==> src/rtl/calc_entry.sv <==
// Operator front-end for the 4-bit signed calculator: debounced operand/opcode
// entry, latency-aware result capture, and full-precision overflow/div0 flags.

module calc_entry_debounce #(
  parameter logic [15:0] CYCLES = 16'd50000
) (
  input  logic clk,
  input  logic rst,
  input  logic raw,
  output logic press
);
  logic [15:0] cnt_q, cnt_d;
  logic        lvl_q, lvl_d;
  logic        press_q, press_d;

  always_comb begin
    cnt_d   = '0;
    lvl_d   = lvl_q;
    press_d = 1'b0;
    if (raw != lvl_q) begin
      if (cnt_q == CYCLES - 16'd1) begin
        lvl_d   = raw;
        press_d = raw;
      end else begin
        cnt_d = cnt_q + 16'd1;
      end
    end
  end

  always_ff @(posedge clk) begin
    if (rst) begin
      cnt_q   <= '0;
      lvl_q   <= 1'b0;
      press_q <= 1'b0;
    end else begin
      cnt_q   <= cnt_d;
      lvl_q   <= lvl_d;
      press_q <= press_d;
    end
  end

  assign press = press_q;
endmodule

module calc_entry #(
  parameter logic [15:0] DEBOUNCE_CYCLES = 16'd50000,
  parameter int          CALC_LATENCY    = 1
) (
  input  logic       clk,
  input  logic       rst,
  input  logic [3:0] sw,
  input  logic [1:0] op_sw,
  input  logic       btn_enter,
  input  logic       btn_clear,
  input  logic [3:0] calc_res,
  output logic [3:0] calc_a,
  output logic [3:0] calc_b,
  output logic [1:0] calc_op,
  output logic [3:0] result,
  output logic       result_valid,
  output logic       ovf,
  output logic       div0,
  output logic [1:0] stage
);
  typedef enum logic [2:0] {S_GET_A, S_GET_B, S_GET_OP, S_WAIT, S_SHOW} state_t;

  localparam logic [7:0] LAT = CALC_LATENCY[7:0];

  state_t     state_q, state_d;
  logic [3:0] calc_a_q, calc_a_d, calc_b_q, calc_b_d, result_q, result_d;
  logic [1:0] calc_op_q, calc_op_d;
  logic       rv_q, rv_d, ovf_q, ovf_d, div0_q, div0_d;
  logic [7:0] wait_q, wait_d;
  logic       enter_p, clear_p;

  calc_entry_debounce #(.CYCLES(DEBOUNCE_CYCLES)) u_db_enter (
    .clk(clk), .rst(rst), .raw(btn_enter), .press(enter_p));
  calc_entry_debounce #(.CYCLES(DEBOUNCE_CYCLES)) u_db_clear (
    .clk(clk), .rst(rst), .raw(btn_clear), .press(clear_p));

  // Flags come from the held operands, never from calc_res.
  logic signed [7:0] a_x, b_x, true_r;
  logic              ovf_c, div0_c;

  always_comb begin
    a_x    = {{4{calc_a_q[3]}}, calc_a_q};
    b_x    = {{4{calc_b_q[3]}}, calc_b_q};
    true_r = '0;
    ovf_c  = 1'b0;
    div0_c = 1'b0;
    case (calc_op_q)
      2'b00: true_r = a_x + b_x;
      2'b01: true_r = a_x - b_x;
      2'b10: true_r = a_x * b_x;
      default: true_r = '0;
    endcase
    if (calc_op_q == 2'b11) begin
      div0_c = (calc_b_q == 4'h0);
      ovf_c  = (calc_a_q == 4'h8) && (calc_b_q == 4'hF);
    end else begin
      ovf_c  = (true_r < -8'sd8) || (true_r > 8'sd7);
    end
  end

  always_comb begin
    state_d   = state_q;
    calc_a_d  = calc_a_q;
    calc_b_d  = calc_b_q;
    calc_op_d = calc_op_q;
    result_d  = result_q;
    rv_d      = rv_q;
    ovf_d     = ovf_q;
    div0_d    = div0_q;
    wait_d    = wait_q;
    if (clear_p) begin
      state_d   = S_GET_A;
      calc_a_d  = '0;
      calc_b_d  = '0;
      calc_op_d = '0;
      result_d  = '0;
      rv_d      = 1'b0;
      ovf_d     = 1'b0;
      div0_d    = 1'b0;
      wait_d    = '0;
    end else begin
      case (state_q)
        S_GET_A: if (enter_p) begin calc_a_d = sw; state_d = S_GET_B; end
        S_GET_B: if (enter_p) begin calc_b_d = sw; state_d = S_GET_OP; end
        S_GET_OP: if (enter_p) begin
          calc_op_d = op_sw;
          wait_d    = '0;
          state_d   = S_WAIT;
        end
        S_WAIT: begin
          // Capture on the (CALC_LATENCY+1)th edge after calc_op changed.
          if (wait_q == LAT) begin
            result_d = calc_res;
            ovf_d    = ovf_c;
            div0_d   = div0_c;
            rv_d     = 1'b1;
            state_d  = S_SHOW;
          end else begin
            wait_d = wait_q + 8'd1;
          end
        end
        S_SHOW: if (enter_p) begin
          rv_d    = 1'b0;
          ovf_d   = 1'b0;
          div0_d  = 1'b0;
          state_d = S_GET_A;
        end
        default: state_d = S_GET_A;
      endcase
    end
  end

  always_ff @(posedge clk) begin
    if (rst) begin
      state_q   <= S_GET_A;
      calc_a_q  <= '0;
      calc_b_q  <= '0;
      calc_op_q <= '0;
      result_q  <= '0;
      rv_q      <= 1'b0;
      ovf_q     <= 1'b0;
      div0_q    <= 1'b0;
      wait_q    <= '0;
    end else begin
      state_q   <= state_d;
      calc_a_q  <= calc_a_d;
      calc_b_q  <= calc_b_d;
      calc_op_q <= calc_op_d;
      result_q  <= result_d;
      rv_q      <= rv_d;
      ovf_q     <= ovf_d;
      div0_q    <= div0_d;
      wait_q    <= wait_d;
    end
  end

  always_comb begin
    case (state_q)
      S_GET_A:          stage = 2'b00;
      S_GET_B:          stage = 2'b01;
      S_GET_OP, S_WAIT: stage = 2'b10;
      default:          stage = 2'b11;
    endcase
  end

  assign calc_a       = calc_a_q;
  assign calc_b       = calc_b_q;
  assign calc_op      = calc_op_q;
  assign result       = result_q;
  assign result_valid = rv_q;
  assign ovf          = ovf_q;
  assign div0         = div0_q;
endmodule
==> config.mk <==
export PLATFORM = sky130hd
export DESIGN_NAME = calc_entry
export DESIGN_NICKNAME = d
export VERILOG_FILES = /design/src/rtl/calc_entry.sv
export SDC_FILE = /design/constraint.sdc
export NUM_CORES = 1
export LEC_CHECK = 0
export CAP_MARGIN = 20
export CORE_ASPECT_RATIO = 0.5
export CORE_MARGIN = 3
export CORE_UTILIZATION = 50
export CTS_BUF_LIST = sky130_fd_sc_hd__clkbuf_4 sky130_fd_sc_hd__clkbuf_8
export DETAILED_ROUTE_END_ITERATION = 10
export MAX_ROUTING_LAYER = met4
export PLACE_DENSITY_LB_ADDON = 0.08
export SYNTH_ARGS = -nofsm -noshare
export SYNTH_HDL_FRONTEND = slang
export SYNTH_SLANG_ARGS = --single-unit
==> constraint.sdc <==
create_clock -name clk -period 12 [get_ports clk]
set_clock_uncertainty 0.15 [all_clocks]
set_input_delay 1.8 -clock clk [delete_from_list [all_inputs] [get_ports clk]]
set_output_delay 1.8 -clock clk [all_outputs]
set_load 0.02 [all_outputs]
# [Yosys cells after proc, flatten, opt, wreduce, memory -nomap -nowiden]
# Cells that the tools add are included.
[op_classes] addsub=5 mul=1 n_div=0 order_cmp=2 n_eq_ne=20 shifts=0 muxes=20 n_bitwise=4 reduce_logical=22
[op_table] operator="16-bit by 1-bit adder with 16-bit output, second input constant" count=2
[op_table] operator="16-bit == test, second input constant" count=2
[op_table] operator="8-bit case mux with 3 select lines" count=1
[op_table] operator="8-bit two-way mux" count=2
[op_table] operator="8-bit case mux with 2 select lines" count=1
[op_table] operator="3-bit two-way mux" count=5
[op_table] operator="3-bit case mux with 5 select lines" count=1
[op_table] operator="2-bit AND reduction" count=6
[op_table] operator="3-bit OR reduction" count=4
[op_table] operator="8-bit by 1-bit adder with 8-bit output, second input constant" count=1
[op_table] operator="4-bit == test, second input constant" count=2
[op_table] operator="8-bit by 1-bit == test with 1-bit output, second input constant" count=1
[op_table] operator="8-bit by 4-bit greater-than comparator with 1-bit output, second input constant" count=1
[op_table] operator="8-bit by 4-bit < comparator with 1-bit output, second input constant" count=1
[op_table] operator="4-bit by 4-bit multiplier with 8-bit output" count=1
[op_table] operator="2-bit by 1-bit != test with 1-bit output, second input constant" count=4
[op_table] operator="3-bit by 2-bit == test with 1-bit output, second input constant" count=2
[op_table] operator="1-bit two-way mux" count=6
[op_table] operator="1-bit case mux with 2 select lines" count=3
[op_table] operator="2-bit case mux with 3 select lines" count=1
[op_table] operator="3-bit AND reduction" count=2
[op_table] operator="4-bit by 4-bit adder with 5-bit output" count=1
[op_table] operator="5-bit AND reduction" count=1
[op_table] operator="4-bit by 4-bit subtractor with 5-bit output" count=1
[op_table] operator="other kinds (14)" count=22
[word_totals] register_bits=64 latchBits=0 mem_bits_rw=0 romBits=0 in_bits=14 output_inout_bits=19 elab_cells=89 n_memories=0

# [Depth between registers and ports, before layout]
# Gate-level depths: netlist (run 1).
[logic_depth] depth_word=7 depth_mapped=15 ltp_nobuf=15

# [By module]
# Synthesis (run 1) repeated with hierarchy kept, for this count alone.
[unflattened] hier_cells=414 area_unflattened_um2=3723.6
[by_module_without_submodules] mod="calc_entry" instances=1 cells_per_inst=238 area_each_um2=2062.0
[by_module_without_submodules] mod="calc_entry_debounce at u_db_clear" instances=1 cells_per_inst=85 area_each_um2=844.6
[by_module_without_submodules] mod="calc_entry_debounce at u_db_enter" instances=1 cells_per_inst=91 area_each_um2=817.0

# [Worst setup path after synthesis (run 1)]
# Ideal clock, no wire load.
[synth_path] kind="register to register" from="register calc_a_q[1] (netlist: calc_a[1])" to="register ovf_q (netlist: ovf)" t_arrival_ns=3.816 required_time_ns=11.721 setup_slack_ns=7.905 stages_incl_launch_ff=14 period_less_slack_ns=4.095 path_cell_list="dfxtp_1 nand2_1 fa_1 fa_1 fa_1 inv_1 ha_1 fa_1 a21o_1 a21oi_1 xnor2_1 xnor2_1 o311ai_0 nand3_1"
[synth_via] elab_chain_cells=7 word_cells_on_any_way=12 cone_classes="2 x add/sub; 1 x mul; 2 x order compare; 1 x eq/ne; 4 x mux; 2 x reduce/logical"
[synth_lines] item="start: declaration" line_no="70" text="logic [3:0] calc_a_q, calc_a_d, calc_b_q, calc_b_d, result_q, result_d;"
[synth_lines] item="start signal: assignment" line_no="170" text="calc_a_q <= calc_a_d;"
[synth_lines] item="4-bit by 4-bit multiplier with 8-bit output, or another cell as far along" line_no="94" text="2'b10: true_r = a_x * b_x;"
[synth_lines] item="8-bit case mux with 3 select lines" line_no="91" text="case (calc_op_q)"
[synth_lines] item="8-bit by 4-bit < comparator with 1-bit output or 8-bit by 4-bit greater-than comparator with 1-bit output (tied branches)" line_no="101" text="ovf_c = (true_r < -8'sd8) || (true_r > 8'sd7);"
[synth_lines] item="1-bit logical OR" line_no="101"
[synth_lines] item="1-bit two-way mux (*)" line_no="97" text="if (calc_op_q == 2'b11) begin"
[synth_lines] item="1-bit two-way mux (*)" line_no="136" text="if (wait_q == LAT) begin"
[synth_lines] item="1-bit case mux with 2 select lines (*)" line_no="126" text="case (state_q)"
[synth_lines] item="end signal: assignment" line_no="175" text="ovf_q <= ovf_d;"
[synth_lines] item="end: declaration" line_no="72" text="logic rv_q, rv_d, ovf_q, ovf_d, div0_q, div0_d;"
# Mark *: on every way between the ends. The rest lies on a longest branch, timed or not. The select of a mux whose other input is x is not followed.
# A chain may end at the register's enable or synchronous reset.

# [Final worst setup path (run 1)]
# Ends and elaborated chain as after synthesis.

==> summary.txt, run 1 <==
========================================================================================
Run status ................................................................ finished clean
Post-synth top cells ...................................................... sky130_fd_sc_hd__nor2_1 (78), sky130_fd_sc_hd__dfxtp_1 (64), sky130_fd_sc_hd__ha_1 (25), sky130_fd_sc_hd__nand2_1 (25), sky130_fd_sc_hd__xor2_1 (24)
Peak supply drop ..........................................................      60.3 uV
FF+latch area .............................................................    1280 um^2
Maxcap violations .........................................................            0
TritonCTS clock tree ......................................................          yes
Overall via count from detail_route .......................................         2774
Vias per inst .............................................................         5.22
Comb power frac ...........................................................        0.024
Level count of the clock H-tree ...........................................            3
Total nets after synthesis ................................................          452
Setup repair after global routing missed its margin .......................           no
Share of final-layout standard cells stronger than drive strength 1 .......       0.0524
Synthesized cell area .....................................................    3580 um^2
Total number of yosys warnings ............................................            0
Clock Tree Buf Depth ......................................................            2
Fin nets ..................................................................          484
DIE AREA ..................................................................    8280 um^2
Category of cells accounting for the largest share of critical-path delay .  adder cells
Worst-skew pair later-pin latency .........................................      0.33 ns
Quantity of gates resized following cts ...................................            0
Drt initial violations ....................................................          153
Antenna diode instance count ..............................................            0
Area Growth Syn to Fin ....................................................        16.4%
Clock-pin transition on the worst setup and hold timing paths .............      0.07 ns
Multi-input gate area .....................................................    2170 um^2
Number of hold-slack violations in the final timing report ................            0
Wire length of the first global-routing pass ..............................     12400 um
Slowest CP cell ........................................................... sky130_fd_sc_hd__dfxtp_1
Syn Inst Count ............................................................          402
Starting density of the core ..............................................        0.526
Number of buffers added on ports ..........................................           32
Top FF cell, synth ........................................................ sky130_fd_sc_hd__dfxtp_1
Max stage delay on crit path ..............................................      0.57 ns
Clock net sink count ......................................................           64
Count leader, synth ....................................................... sky130_fd_sc_hd__nor2_1
Buffers & Inverters on Critical Path ......................................            1
Critical Path, Cell by Cell ............................................... nand2_1 -> fa_1 -> fa_1 -> fa_1 -> inv_1 -> ha_1 -> fa_1 -> a21o_1 -> a21oi_1 -> xnor2_1 -> xnor2_1 -> o311ai_0 -> nand3_1
Post-detailed-route count of antenna-violating nets .......................            0
Nature of the critical path startpoint ....................................         flop
Root buffer cell .......................................................... sky130_fd_sc_hd__clkbuf_8
Slew margin rel. ..........................................................        0.649
Post-route fraction of the period consumed by the critical path ...........        0.350
Leakage power total .......................................................      1.72 nW
Grt total ovfl ............................................................            0
Endpoints failing setup ...................................................            0
Synthesized area per cell .................................................    8.91 um^2
Pre-Repair DR Iteration Count .............................................            4
Sort of element at the end of the critical path ...........................         flop
Core ar. ..................................................................    6810 um^2
Count of hold-fix buffers inserted at cts .................................            0
Total routed wirelength ...................................................      6950 um
Number of enable flip-flop cells after synthesis ..........................            0
Number of antenna violations at the first check in global routing .........            0
Flip-flop and latch count after synthesis .................................           64
Clk pwr share .............................................................        0.454
Share of total power in sequential cells ..................................        0.522
Number of global-route vias before repair .................................         2752
Min-delay worst type ...................................................... flop to flop
Die width .................................................................       126 um
Average wire per cell in the routed design ................................      13.1 um
Die outline height ........................................................      65.9 um
Pre-CTS setup slack .......................................................      7.82 ns
Sw frac ...................................................................        0.217
Synth unique cells ........................................................           48
Combined global-route utilization of all metal layers .....................        0.189
Share of Yosys cell area claimed by the top area cell type ................        0.358
Worst setup margin ........................................................      7.80 ns
Buffers inserted during post-CTS setup optimization .......................            0
Ratio of total power to cell area ......................................... 98.1 nW/um^2
Reported net switching power ..............................................  0.0000889 W
Max Clock Freq ............................................................    0.238 GHz
Cell types with the largest area share after synthesis .................... sky130_fd_sc_hd__dfxtp_1 (36%), sky130_fd_sc_hd__ha_1 (8.7%), sky130_fd_sc_hd__nor2_1 (8.2%), sky130_fd_sc_hd__fa_1 (6.1%), sky130_fd_sc_hd__xor2_1 (5.9%)
Dpl hpwl ..................................................................      5290 um
Cell mode on critical path ................................................ sky130_fd_sc_hd__fa_1
Worst-path fanout max .....................................................           10
Weighted congestion at the end of routability-driven global placement .....        0.890
Post-synthesis cell type with the largest combined area ................... sky130_fd_sc_hd__dfxtp_1
Sequential area share after synthesis .....................................        0.358
DR DRC count ..............................................................            0
CP Data Arrival Time ......................................................      4.26 ns
Setup TNS after final layout ..............................................         0 ns
Number of CTS-inserted buffers ............................................            9
Classification of the worst setup path .................................... flop to flop
Total I/O pin count .......................................................           33
Pin count of the biggest net entering global routing ......................           23
Async set or reset register ratio after synthesis .........................            0
Number of max-slew violations in the final report .........................            0
Data required, critical path ..............................................     12.06 ns
Period minus WS final .....................................................      4.20 ns
Std cell rows .............................................................           21
Actual slew at the worst max-slew pin .....................................     0.525 ns
Cell internal power dissipation ...........................................   0.000320 W
FILL cells ................................................................          597
========================================================================================
## through the flow
stage               area [um^2]  std cells   util  power, W  hold slack [ns]
finish                     4170        531  0.613  0.000409            0.304
global route               4170        531  0.613  0.000426            0.321
CTS                        4170        531  0.613  0.000415            0.310
detailed placement         3960        515  0.582  0.000228            0.291
global placement           3960        515  0.582  0.000228            0.279
floorplan                  3580        402      -  0.000223            0.267
## power groups by stage
stage	sequential (W)	clock [W]	combinational (W)
3_3_place_gp	0.000218	0	0.00000971
5_1_grt	0.000213	0.000201	0.0000110
6_report	0.000213	0.000186	0.00000991
3_5_place_dp	0.000218	0	0.0000100
4_1_cts	0.000213	0.000191	0.0000101
2_1_floorplan	0.000218	0	0.00000444
## state kept, by name, summed over array words and instances, names as in the netlist
signal            flops
div0                  1
calc_op               2
u_db_enter.cnt_q     16
ovf                   1
u_db_clear.cnt_q     16
u_db_clear.lvl_q      1
calc_a                4
result                4
wait_q                8
state_q               3
u_db_enter.press      1
u_db_clear.press      1
result_valid          1
u_db_enter.lvl_q      1
calc_b                4
## layout make-up
| type | count | share of cell area |
|---|---|---|
| clock buffer | 10 | 0.0330 |
| tap | 92 | 0.0276 |
| clock inverter | 6 | 0.0162 |
| inverter | 20 | 0.0180 |
| multi-input combinational | 307 | 0.521 |
| sequential | 64 | 0.307 |
| timing repair buffer | 32 | 0.0768 |
## metal layers
layer / routed length (um) / share of wire / up-vias / GRT usage
met5: 0 / 0 / - / -
met4: 22 / 0.0032 / 0 / 0.0568
met3: 193 / 0.028 / 2 / 0.0419
met2: 3360 / 0.48 / 30 / 0.322
met1: 3370 / 0.49 / 1318 / 0.228
li1: - / - / 1424 / -
## kinds of logic (layout without fill, tap and decap cells)
logic type	after synthesis	in the layout	share of synthesized area
AND/OR/NAND/NOR	180	180	0.256
flip-flops	64	64	0.358
XOR/XNOR	43	43	0.105
adder cells (fa/ha/maj)	36	36	0.149
AO/OA/AOI/OAI	36	36	0.0625
buffers and inverters	31	68	0.0360
multiplexers	12	12	0.0335
## worst paths after layout
check,startpoint,endpoint,cells past startpoint,slack [ns]
worst max register to register,calc_a[1],ovf,13,7.80
worst min register to register,u_db_enter.cnt_q[0],u_db_enter.cnt_q[0],1,0.30
worst max-delay path,calc_a[1],ovf,13,7.80
worst min-delay path,u_db_enter.cnt_q[0],u_db_enter.cnt_q[0],1,0.30
## cell usage in the layout, fill, tap and decap left out, types with 2 or more instances in the layout
master	n
sky130_fd_sc_hd__a2111oi_0	2
sky130_fd_sc_hd__a21o_1	5
sky130_fd_sc_hd__a21oi_1	17
sky130_fd_sc_hd__a311o_1	2
sky130_fd_sc_hd__a31oi_1	2
sky130_fd_sc_hd__and2_1	3
sky130_fd_sc_hd__and2b_1	2
sky130_fd_sc_hd__and3_1	12
sky130_fd_sc_hd__clkbuf_8	10
sky130_fd_sc_hd__clkdlybuf4s50_1	32
sky130_fd_sc_hd__clkinvlp_4	2
sky130_fd_sc_hd__dfxtp_1	64
sky130_fd_sc_hd__fa_1	11
sky130_fd_sc_hd__ha_1	25
sky130_fd_sc_hd__inv_1	20
sky130_fd_sc_hd__mux2i_1	12
sky130_fd_sc_hd__nand2_1	25
sky130_fd_sc_hd__nand2b_1	2
sky130_fd_sc_hd__nand3_1	16
sky130_fd_sc_hd__nand4_1	12
sky130_fd_sc_hd__nor2_1	78
sky130_fd_sc_hd__nor2b_1	5
sky130_fd_sc_hd__nor3b_1	2
sky130_fd_sc_hd__nor4_1	3
sky130_fd_sc_hd__nor4b_1	6
sky130_fd_sc_hd__o21ai_0	2
sky130_fd_sc_hd__o21ai_1	2
sky130_fd_sc_hd__or2_2	2
sky130_fd_sc_hd__xnor2_1	19
sky130_fd_sc_hd__xor2_1	24
(Power assumes the default switching activity.)
==> run 2: changes to the inputs <==
clock period = 3.8 ns   (was 12 ns; I/O delays follow)
==> run 2 against run 1 <==
Worst hold slack got worse by 0.0043 ns. Total power rose to 3.1 times the previous value. Sequential power grew to 3.2 times the previous value. Non-clock buffer count increased by 13. Die area is the same. First-iteration DRC count is 40% lower. Count of clock-buffer cells in the layout stayed put. Fmax up 15%. Final area grew 2.6%. Critical endpoint unchanged. Largest cell class unchanged.
==> summary.txt, run 2 (synthesis results as in run 1) <==
====================================================================================
Min-delay worst type .................................................. flop to flop
Share of final-layout standard cells stronger than drive strength 1 ...        0.106
Starting density of the core ..........................................        0.526
Depth of the most critical reg-to-reg path ............................           13
Number of buffers added on ports ......................................           32
Setup repair after global routing missed its margin ...................          yes
Most common cell after layout, fill and taps aside .................... sky130_fd_sc_hd__nor2_1
Slew margin rel. ......................................................        0.564
Root buffer cell ...................................................... sky130_fd_sc_hd__clkbuf_8
Vias per inst .........................................................         5.27
Dpl hpwl ..............................................................      5700 um
DR DRC count ..........................................................            0
Average wire per cell in the routed design ............................      13.9 um
Clock-pin transition on the worst setup and hold timing paths .........      0.07 ns
Peak supply drop ......................................................       261 uV
Period minus WS final .................................................      3.65 ns
Number of antenna violations at the first check in global routing .....            0
CP Data Arrival Time ..................................................      3.73 ns
Sort of element at the end of the critical path .......................         flop
Capturing point of the worst reg2reg path .............................          ovf
Core ar. ..............................................................    6810 um^2
Overall via count from detail_route ...................................         2859
Maxcap violations .....................................................            0
Clock net sink count ..................................................           64
Final core area utilization ...........................................        0.629
Run status ............................................................ finished clean
Data required, critical path ..........................................      3.88 ns
Cell total after placement ............................................          527
Pre-CTS setup slack ...................................................   -0.0243 ns
Number of hold-slack violations in the final timing report ............            0
Regs by FF count ...................................................... u_db_clear.cnt_q: 16 flops, u_db_enter.cnt_q: 16 flops, wait_q: 8 flops
Grt total ovfl ........................................................            0
Commonest non-fill, non-tap cells in the layout ....................... sky130_fd_sc_hd__nor2_1 (77), sky130_fd_sc_hd__dfxtp_1 (58), sky130_fd_sc_hd__clkdlybuf4s50_1 (32), sky130_fd_sc_hd__nand2_1 (24), sky130_fd_sc_hd__xor2_1 (24)
Hold worst-path end ................................................... u_db_enter.cnt_q[0]
Classification of the worst setup path ................................ flop to flop
Nature of the critical path startpoint ................................         flop
Worst reg2reg startpoint ..............................................    calc_a[2]
Antenna diode instance count ..........................................            0
DIE AREA ..............................................................    8280 um^2
Power, Total ..........................................................    0.00127 W
Clock Tree Buf Depth ..................................................            2
Worst setup margin ....................................................     0.149 ns
Final std cells w/o fill ..............................................          543
Weighted congestion at the end of routability-driven global placement .        0.860
Die outline height ....................................................      65.9 um
Total I/O pin count ...................................................           33
Count of hold-fix buffers inserted at cts .............................            0
Number of CTS-inserted buffers ........................................            9
TritonCTS clock tree ..................................................          yes
Max Clock Freq ........................................................    0.274 GHz
Leakage power total ...................................................      1.79 nW
Drt initial violations ................................................           92
Number of global-route vias before repair .............................         2915
Actual slew at the worst max-slew pin .................................     0.638 ns
Std cell rows .........................................................           21
Total routed wirelength ...............................................      7570 um
Pre-Repair DR Iteration Count .........................................            4
Area Growth Syn to Fin ................................................        19.5%
Worst-path fanout max .................................................            2
Wire length of the first global-routing pass ..........................     13200 um
Number of max-slew violations in the final report .....................            0
Pin count of the biggest net entering global routing ..................           23
Post-route fraction of the period consumed by the critical path .......        0.961
Fin nets ..............................................................          497
Startpoint of the worst hold path ..................................... u_db_enter.cnt_q[0]
Combined global-route utilization of all metal layers .................        0.206
Endpoints failing setup ...............................................            0
Min-Delay Path Depth ..................................................            1
FILL cells ............................................................          586
Die width .............................................................       126 um
Worst-skew pair later-pin latency .....................................      0.34 ns
Register-to-register setup slack ......................................      0.15 ns
Post-detailed-route count of antenna-violating nets ...................            0
Level count of the clock H-tree .......................................            3
Ratio of total power to cell area .....................................  297 nW/um^2
====================================================================================
## run 2: per-layer routing
layer  track usage  wire [um]  up-vias
li1              -          -     1441
met1         0.228       3450     1364
met3        0.0726        309       17
met2         0.351       3650       37
met5             -          0        -
met4        0.0757        157        0
## run 2: critical path, cell delays in order, from the launching register on
cell and delay (ns):
sky130_fd_sc_hd__dfxtp_2 0.34, sky130_fd_sc_hd__nand2_2 0.06, sky130_fd_sc_hd__fa_1 0.55, sky130_fd_sc_hd__fa_1 0.43, sky130_fd_sc_hd__fa_1 0.49, sky130_fd_sc_hd__inv_1 0.04
sky130_fd_sc_hd__ha_2 0.19, sky130_fd_sc_hd__fa_2 0.36, sky130_fd_sc_hd__a21o_1 0.17, sky130_fd_sc_hd__a21oi_2 0.13, sky130_fd_sc_hd__xnor2_1 0.14, sky130_fd_sc_hd__xnor2_1 0.12
sky130_fd_sc_hd__o311ai_1 0.28, sky130_fd_sc_hd__nand3_1 0.10
## run 2: area by class of cell
cell class	count	area, um^2	share of cell area
Inverter	20	75.1	0.0175
Tap cell	92	115	0.0269
Multi-Input combinational cell	307	2190	0.511
Clock inverter	5	57.6	0.0135
Clock buffer	10	131	0.0307
Timing Repair Buffer	45	418	0.0977
Sequential cell	64	1290	0.302
## run 2: worst max-delay path by stage
stage	from	end	slack, ns	cells after the start
2_1_floorplan	calc_a[0]	ovf	0.02	14
3_3_place_gp	calc_a[0]	ovf	0.03	14
3_5_place_dp	calc_a[0]	ovf	-0.02	14
4_1_cts	calc_a[0]	ovf	0.02	14
5_1_grt	calc_b[2]	ovf	-0.08	16
6_report	calc_a[2]	ovf	0.15	13
## run 2: power by group
group          internal [W]  total [W]  switching [W]
sequential         0.000671   0.000673     0.00000176
combinational     0.0000155  0.0000317      0.0000163
clock              0.000308   0.000568       0.000260
total              0.000994    0.00127       0.000279
## run 2: what timing repair did
item                       4_1_cts  5_1_grt
setup endpoints to repair        1        1
pin swaps                        1        9
gates resized for setup          0        5
buffers inserted                 0        1
## run 2: metrics by stage
step / hold slack (ns) / area, um^2 / setup TNS [ns]
6_report: 0.300 / 4280 / 0
5_1_grt: 0.324 / 4280 / -0.0768
4_1_cts: 0.301 / 4260 / 0
3_5_place_dp: 0.284 / 4070 / -0.0243
3_3_place_gp: 0.280 / 4070 / 0
2_1_floorplan: 0.267 / 3600 / 0
